## src/rtl/branch_pred_table_pkg.sv

```systemverilog
// Shared types and defaults for the global-history branch predictor.
// Counter encoding is the classic 2-bit saturating direction counter.
package branch_pred_table_pkg;

    localparam int HIST_BITS_DEF = 4;
    localparam int STAT_BITS_DEF = 16;

    typedef logic [1:0] ctr_t;

    localparam ctr_t SNT = 2'd0;
    localparam ctr_t WNT = 2'd1;
    localparam ctr_t WT  = 2'd2;
    localparam ctr_t ST  = 2'd3;

endpackage

```

## src/rtl/branch_pred_table_if.sv

```systemverilog
// Fetch/decode-facing signal bundle of the branch predictor.
// The predictor is the slave side; the pipeline (or a bench) is the master.
interface branch_pred_table_if #(
    parameter int HIST_BITS = 4,
    parameter int STAT_BITS = 16
);
    logic                 pred_req;
    logic                 pred_taken;
    logic [HIST_BITS-1:0] pred_idx;
    logic                 res_valid;
    logic                 res_taken;
    logic [HIST_BITS-1:0] res_idx;
    logic                 res_pred;
    logic                 mispredict;
    logic [STAT_BITS-1:0] br_count;
    logic [STAT_BITS-1:0] mp_count;

    modport slave (
        input  pred_req, res_valid, res_taken, res_idx, res_pred,
        output pred_taken, pred_idx, mispredict, br_count, mp_count
    );

    modport master (
        output pred_req, res_valid, res_taken, res_idx, res_pred,
        input  pred_taken, pred_idx, mispredict, br_count, mp_count
    );
endinterface

```

## src/rtl/branch_pred_table_bpt_regfile.sv

```systemverilog
// Storage for the 2-bit direction counters: one write port, one read port at the
// write address, and a prediction read port that forwards a same-cycle write.
module bpt_regfile
    import branch_pred_table_pkg::*;
#(
    parameter int HIST_BITS = HIST_BITS_DEF
) (
    input  logic                 clk,
    input  logic                 rst_n,
    input  logic                 we,
    input  logic [HIST_BITS-1:0] waddr,
    input  ctr_t                 wdata,
    output ctr_t                 wr_rdata,
    input  logic [HIST_BITS-1:0] raddr,
    output ctr_t                 rdata
);
    localparam int DEPTH = 1 << HIST_BITS;

    ctr_t mem_q [DEPTH];
    ctr_t mem_d [DEPTH];

    always_comb begin
        mem_d = mem_q;
        if (we) mem_d[waddr] = wdata;
    end

    always_ff @(posedge clk or negedge rst_n) begin
        if (!rst_n) begin
            for (int i = 0; i < DEPTH; i++) mem_q[i] <= WNT;
        end else begin
            mem_q <= mem_d;
        end
    end

    // Forwarding lets a branch resolving on the current history steer this cycle's prediction.
    always_comb begin
        wr_rdata = mem_q[waddr];
        rdata    = (we && (waddr == raddr)) ? wdata : mem_q[raddr];
    end

endmodule

```

## src/rtl/branch_pred_table.sv

```systemverilog
// Global-history branch predictor: GHR-indexed table of 2-bit counters,
// registered mispredict flag and saturating resolve/mispredict statistics.
module branch_pred_table
    import branch_pred_table_pkg::*;
#(
    parameter int HIST_BITS = HIST_BITS_DEF,
    parameter int STAT_BITS = STAT_BITS_DEF
) (
    input logic             clk,
    input logic             rst_n,
    branch_pred_table_if.slave bus
);
    localparam logic [STAT_BITS-1:0] STAT_MAX = '1;

    logic [HIST_BITS-1:0] ghr_q, ghr_d;
    logic                 mispredict_q, mispredict_d;
    logic [STAT_BITS-1:0] br_count_q, br_count_d;
    logic [STAT_BITS-1:0] mp_count_q, mp_count_d;

    ctr_t ctr_cur;
    ctr_t ctr_upd;
    ctr_t ctr_pred;

    // pred_req carries no state effect; the prediction is always presented.
    logic pred_req_unused;
    assign pred_req_unused = bus.pred_req;

    bpt_regfile #(.HIST_BITS(HIST_BITS)) u_bpt (
        .clk      (clk),
        .rst_n    (rst_n),
        .we       (bus.res_valid),
        .waddr    (bus.res_idx),
        .wdata    (ctr_upd),
        .wr_rdata (ctr_cur),
        .raddr    (ghr_q),
        .rdata    (ctr_pred)
    );

    always_comb begin
        ctr_upd = ctr_cur;
        if (bus.res_taken) begin
            if (ctr_cur != ST) ctr_upd = ctr_cur + 2'd1;
        end else begin
            if (ctr_cur != SNT) ctr_upd = ctr_cur - 2'd1;
        end
    end

    always_comb begin
        ghr_d        = ghr_q;
        mispredict_d = 1'b0;
        br_count_d   = br_count_q;
        mp_count_d   = mp_count_q;
        if (bus.res_valid) begin
            ghr_d        = HIST_BITS'({ghr_q, bus.res_taken});
            mispredict_d = (bus.res_taken != bus.res_pred);
            if (br_count_q != STAT_MAX) br_count_d = br_count_q + STAT_BITS'(1);
            if (mispredict_d && (mp_count_q != STAT_MAX)) mp_count_d = mp_count_q + STAT_BITS'(1);
        end
    end

    always_ff @(posedge clk or negedge rst_n) begin
        if (!rst_n) begin
            ghr_q        <= '0;
            mispredict_q <= 1'b0;
            br_count_q   <= '0;
            mp_count_q   <= '0;
        end else begin
            ghr_q        <= ghr_d;
            mispredict_q <= mispredict_d;
            br_count_q   <= br_count_d;
            mp_count_q   <= mp_count_d;
        end
    end

    assign bus.pred_idx   = ghr_q;
    assign bus.pred_taken = ctr_pred[1];
    assign bus.mispredict = mispredict_q;
    assign bus.br_count   = br_count_q;
    assign bus.mp_count   = mp_count_q;

endmodule
```

## src/flat_wrapper.sv

```systemverilog
// flat-port wrapper written by rule: the top's interface ports become plain ports
module branch_pred_table_flat import branch_pred_table_pkg::*;
#(
    parameter int HIST_BITS = HIST_BITS_DEF,
    parameter int STAT_BITS = STAT_BITS_DEF
)
  (clk, rst_n, bus_pred_req, bus_res_valid, bus_res_taken, bus_res_idx, bus_res_pred, bus_pred_taken, bus_pred_idx, bus_mispredict, bus_br_count, bus_mp_count);
  branch_pred_table_if #(.HIST_BITS(HIST_BITS), .STAT_BITS(STAT_BITS)) bus_i ();
  input logic clk;
  input logic rst_n;
  input wire logic [$bits(bus_i.pred_req)-1:0] bus_pred_req;
  input wire logic [$bits(bus_i.res_valid)-1:0] bus_res_valid;
  input wire logic [$bits(bus_i.res_taken)-1:0] bus_res_taken;
  input wire logic [$bits(bus_i.res_idx)-1:0] bus_res_idx;
  input wire logic [$bits(bus_i.res_pred)-1:0] bus_res_pred;
  output wire logic [$bits(bus_i.pred_taken)-1:0] bus_pred_taken;
  output wire logic [$bits(bus_i.pred_idx)-1:0] bus_pred_idx;
  output wire logic [$bits(bus_i.mispredict)-1:0] bus_mispredict;
  output wire logic [$bits(bus_i.br_count)-1:0] bus_br_count;
  output wire logic [$bits(bus_i.mp_count)-1:0] bus_mp_count;
  assign bus_i.pred_req = bus_pred_req;
  assign bus_i.res_valid = bus_res_valid;
  assign bus_i.res_taken = bus_res_taken;
  assign bus_i.res_idx = bus_res_idx;
  assign bus_i.res_pred = bus_res_pred;
  assign bus_pred_taken = bus_i.pred_taken;
  assign bus_pred_idx = bus_i.pred_idx;
  assign bus_mispredict = bus_i.mispredict;
  assign bus_br_count = bus_i.br_count;
  assign bus_mp_count = bus_i.mp_count;
  branch_pred_table #(.HIST_BITS(HIST_BITS), .STAT_BITS(STAT_BITS)) u_core (.clk(clk), .rst_n(rst_n), .bus(bus_i));
endmodule
```

## config.mk

```make
export PLATFORM = sky130hd
export DESIGN_NAME = branch_pred_table_flat
export DESIGN_NICKNAME = d
export VERILOG_FILES = /design/src/rtl/branch_pred_table_pkg.sv /design/src/rtl/branch_pred_table_if.sv /design/src/rtl/branch_pred_table_bpt_regfile.sv /design/src/rtl/branch_pred_table.sv /design/src/flat_wrapper.sv
export SDC_FILE = /design/constraint.sdc
export NUM_CORES = 1
export LEC_CHECK = 0
export CAP_MARGIN = 10
export CORE_MARGIN = 2
export CORE_UTILIZATION = 35
export DETAILED_ROUTE_END_ITERATION = 12
export GPL_ROUTABILITY_DRIVEN = 0
export HOLD_SLACK_MARGIN = 0.12
export SYNTH_ARGS = -nofsm -noshare
export SYNTH_HDL_FRONTEND = slang
export SYNTH_SLANG_ARGS = --single-unit
```

## constraint.sdc

```tcl
create_clock -name clk -period 3.1 [get_ports clk]
set_clock_uncertainty 0.2 [all_clocks]
set_input_delay 0.62 -clock clk [delete_from_list [all_inputs] [get_ports clk]]
set_output_delay 0.62 -clock clk [all_outputs]
set_load 0.005 [all_outputs]
```

==> flow_metrics.tcl <==
set metrics [dict create \
    synth_most_common_cell "dfrtp_1" \
    num_antenna_cells 0 \
    drt_pass1_iterations 4 \
    ir_drop_mv 0.403 \
    ys_seq_elements 69 \
    drtAntennaViolNets 0 \
    grt_max_degree 70 \
    status "finished, final reports clean" \
    hold_path.class "flip-flop to flip-flop" \
    finalWirelength_um 8050 \
    cp_max_fo 7 \
    grt_overflow 0 \
    htree_levels 3 \
    dieHeight_um 105 \
    finalHoldViolations 0 \
    relSlewSlack_pct 33.1 \
    critical_path_required_ns 2.28 \
    dp_hpwl_um 5570 \
    die_area_sq_um 11000 \
    io-pin-count 48 \
    yosysTopAreaCellShare_pct 37.4 \
    max-clock-path-buffers 2 \
    layout_min_cycle_time_ns 3.05 \
    power_density_nw_per_um2 689 \
    synth_ff_type "dfrtp_1" \
    layout.nets 373 \
    fin_cells 499 \
    dpl_cell_area_sq_um 4290 \
    synthTopCellsByArea "dfrtp_1 (37%), mux2_2 (13%), dfstp_2 (12%)" \
    power_mw 3.17 \
    synth.distinct_cells 41 \
    vias_per_cell 5.02 \
    timing.setup.tns_ns 0 \
    cts-root-buf "clkbuf_8" \
    clock_latency_ns 0.34 \
    critPathArrivalTime_ns 2.23 \
    rows 36 \
    dp_cells 480 \
    crit_type "input pin to primary output" \
    async_reset_ff_share_pct 100 \
    cp-end-kind "primary output" \
    yosysWarningCount 0 \
    cts_tree "built" \
    fmax_mhz 327 \
    syn-mean-instance-area_sq_um 12.3 \
    die_w_um 105 \
    final_cell_area_sq_um 4600 \
    first_iter_violations 74 \
    cts.sinks 69 \
    clk_pin_slew_worst_paths_ns 0.07 \
    grt_usage_pct 15.6 \
    ys_seq_area_share_pct 49.3 \
    pre_cts_slack_ns -0.770 \
    antenna_found_initial 0 \
    cap_viol_max_count 0 \
    timing.final.crit_share_pct 98.5 \
    drc 0 \
    area_growth_pct 29.7 \
    fp.coreArea_sq_um 9820 \
    worst_slew_pin_slew_ns 0.992 \
    drive_gt1_share_pct 34.2 \
    yosys-top-cells-count "dfrtp_1 (53), mux2_2 (41), nor2_1 (21)" \
    synth_top_cell_by_area "dfrtp_1" \
    port_buffers 46 \
    syn_inst 288 \
    setup_viol 0 \
    grt_pass1_wl_um 13700 \
    synth-edff-count 0 \
    maxSlewViolCount 0 \
    syn_nets 300 \
    wl_per_cell_um 16.1 \
    start_util_pct 36.1 \
    vias 2506 \
    synthesis.area_sq_um 3550 \
    p_leak_nw 1.98 \
    finalWorstSetupSlack_ns 0.0463 \
    worstSetupStartpointType "input pin" \
    grt_pass1_vias 2681 \
    cts_buffers 9 \
]
## metal layers
metal | share of wire [%] | track usage [%]
met1 | 45 | 21.0
met2 | 49 | 24.6
met3 | 5.0 | 4.62
met4 | 1.2 | 4.19
met5 | 0 | 0
## report_power, final
part           internal [mW]  switching [mW]  total (mW)
Sequential              1.19           0.236        1.42
Combinational          0.572           0.369       0.941
Clock                  0.475           0.332       0.807
## cell type report
type,instances,area [sq um]
Multi-Input combinational cell,204,1780
Timing Repair Buffer,71,667
Clock inverter,4,72.6
Sequential cell,69,1750
Fill cell,943,5220
Tap cell,133,166
Clock buffer,12,145
Inverter,6,22.5
## worst max-delay path, cell delays in order
cell	delay (ns)
dlygate4sd2_1	0.24
buf_6	0.14
buf_6	0.13
mux4_2	0.29
nand2b_1	0.11
nand2_2	0.06
maj3_2	0.33
o21ba_4	0.19
buf_2	0.12
## worst paths after layout
check	from	endpoint	slack (ns)	depth (start not counted)
min reg2reg	u_core.bus.br_count[5]	u_core.bus.br_count[5]	0.29	1
max	bus_res_idx[3]	bus_pred_taken	0.05	9
min	u_core.bus.br_count[5]	u_core.bus.br_count[5]	0.29	1
max in group asynchronous	rst_n	u_core.u_bpt.mem_q[12]	1.71	3
min in group asynchronous	rst_n	u_core.u_bpt.mem_q[1]	0.62	3
max reg2reg	u_core.bus.br_count[11]	u_core.bus.br_count[1]	0.68	4
## layout by cell type, fill, tap and decap left out, types with 7 or more instances in the layout
| cell | instances |
|---|---|
| dfrtp_1 | 52 |
| clkdlybuf4s50_1 | 41 |
| mux2_2 | 39 |
| nor2_1 | 21 |
| buf_4 | 19 |
| xor2_1 | 18 |
| nand2_1 | 18 |
| dfstp_2 | 16 |
| xnor2_1 | 15 |
| nand3_1 | 13 |
| mux4_2 | 10 |
| clkbuf_8 | 10 |
| and3_1 | 7 |
## flip-flops by register name, indices dropped and copies added, names as in the netlist
| signal | flops |
|---|---|
| u_core.bus.mp_count | 16 |
| u_core.bus.pred_idx | 4 |
| u_core.bus.mispredict | 1 |
| u_core.bus.br_count | 16 |
| u_core.u_bpt.mem_q | 32 |
## cell families after synthesis
kind of cell | synth area share (%)
AND/OR/NAND/NOR | 13.6
adder cells (fa/ha/maj) | 1.34
flip-flops | 49.3
AO/OA/AOI/OAI | 3.42
multiplexers | 21.9
XOR/XNOR | 8.15
buffers and inverters | 2.33
## stage by stage
stage	utilization, %	hold WS [ns]
floorplan	-	0.124
global placement	43.6	0.273
detailed placement	43.6	0.279
CTS	46.3	0.293
global route	46.8	0.321
finish	46.8	0.291
## repair_timing
item,4_1_cts,5_1_grt
hold endpoints to repair,48,0
endpoints found under the setup margin,1,1
gates resized for setup,25,9
pin swaps,2,6
buffers inserted,0,2
hold buffers,1,0
No activity file was read; power rests on OpenSTA's default activity.
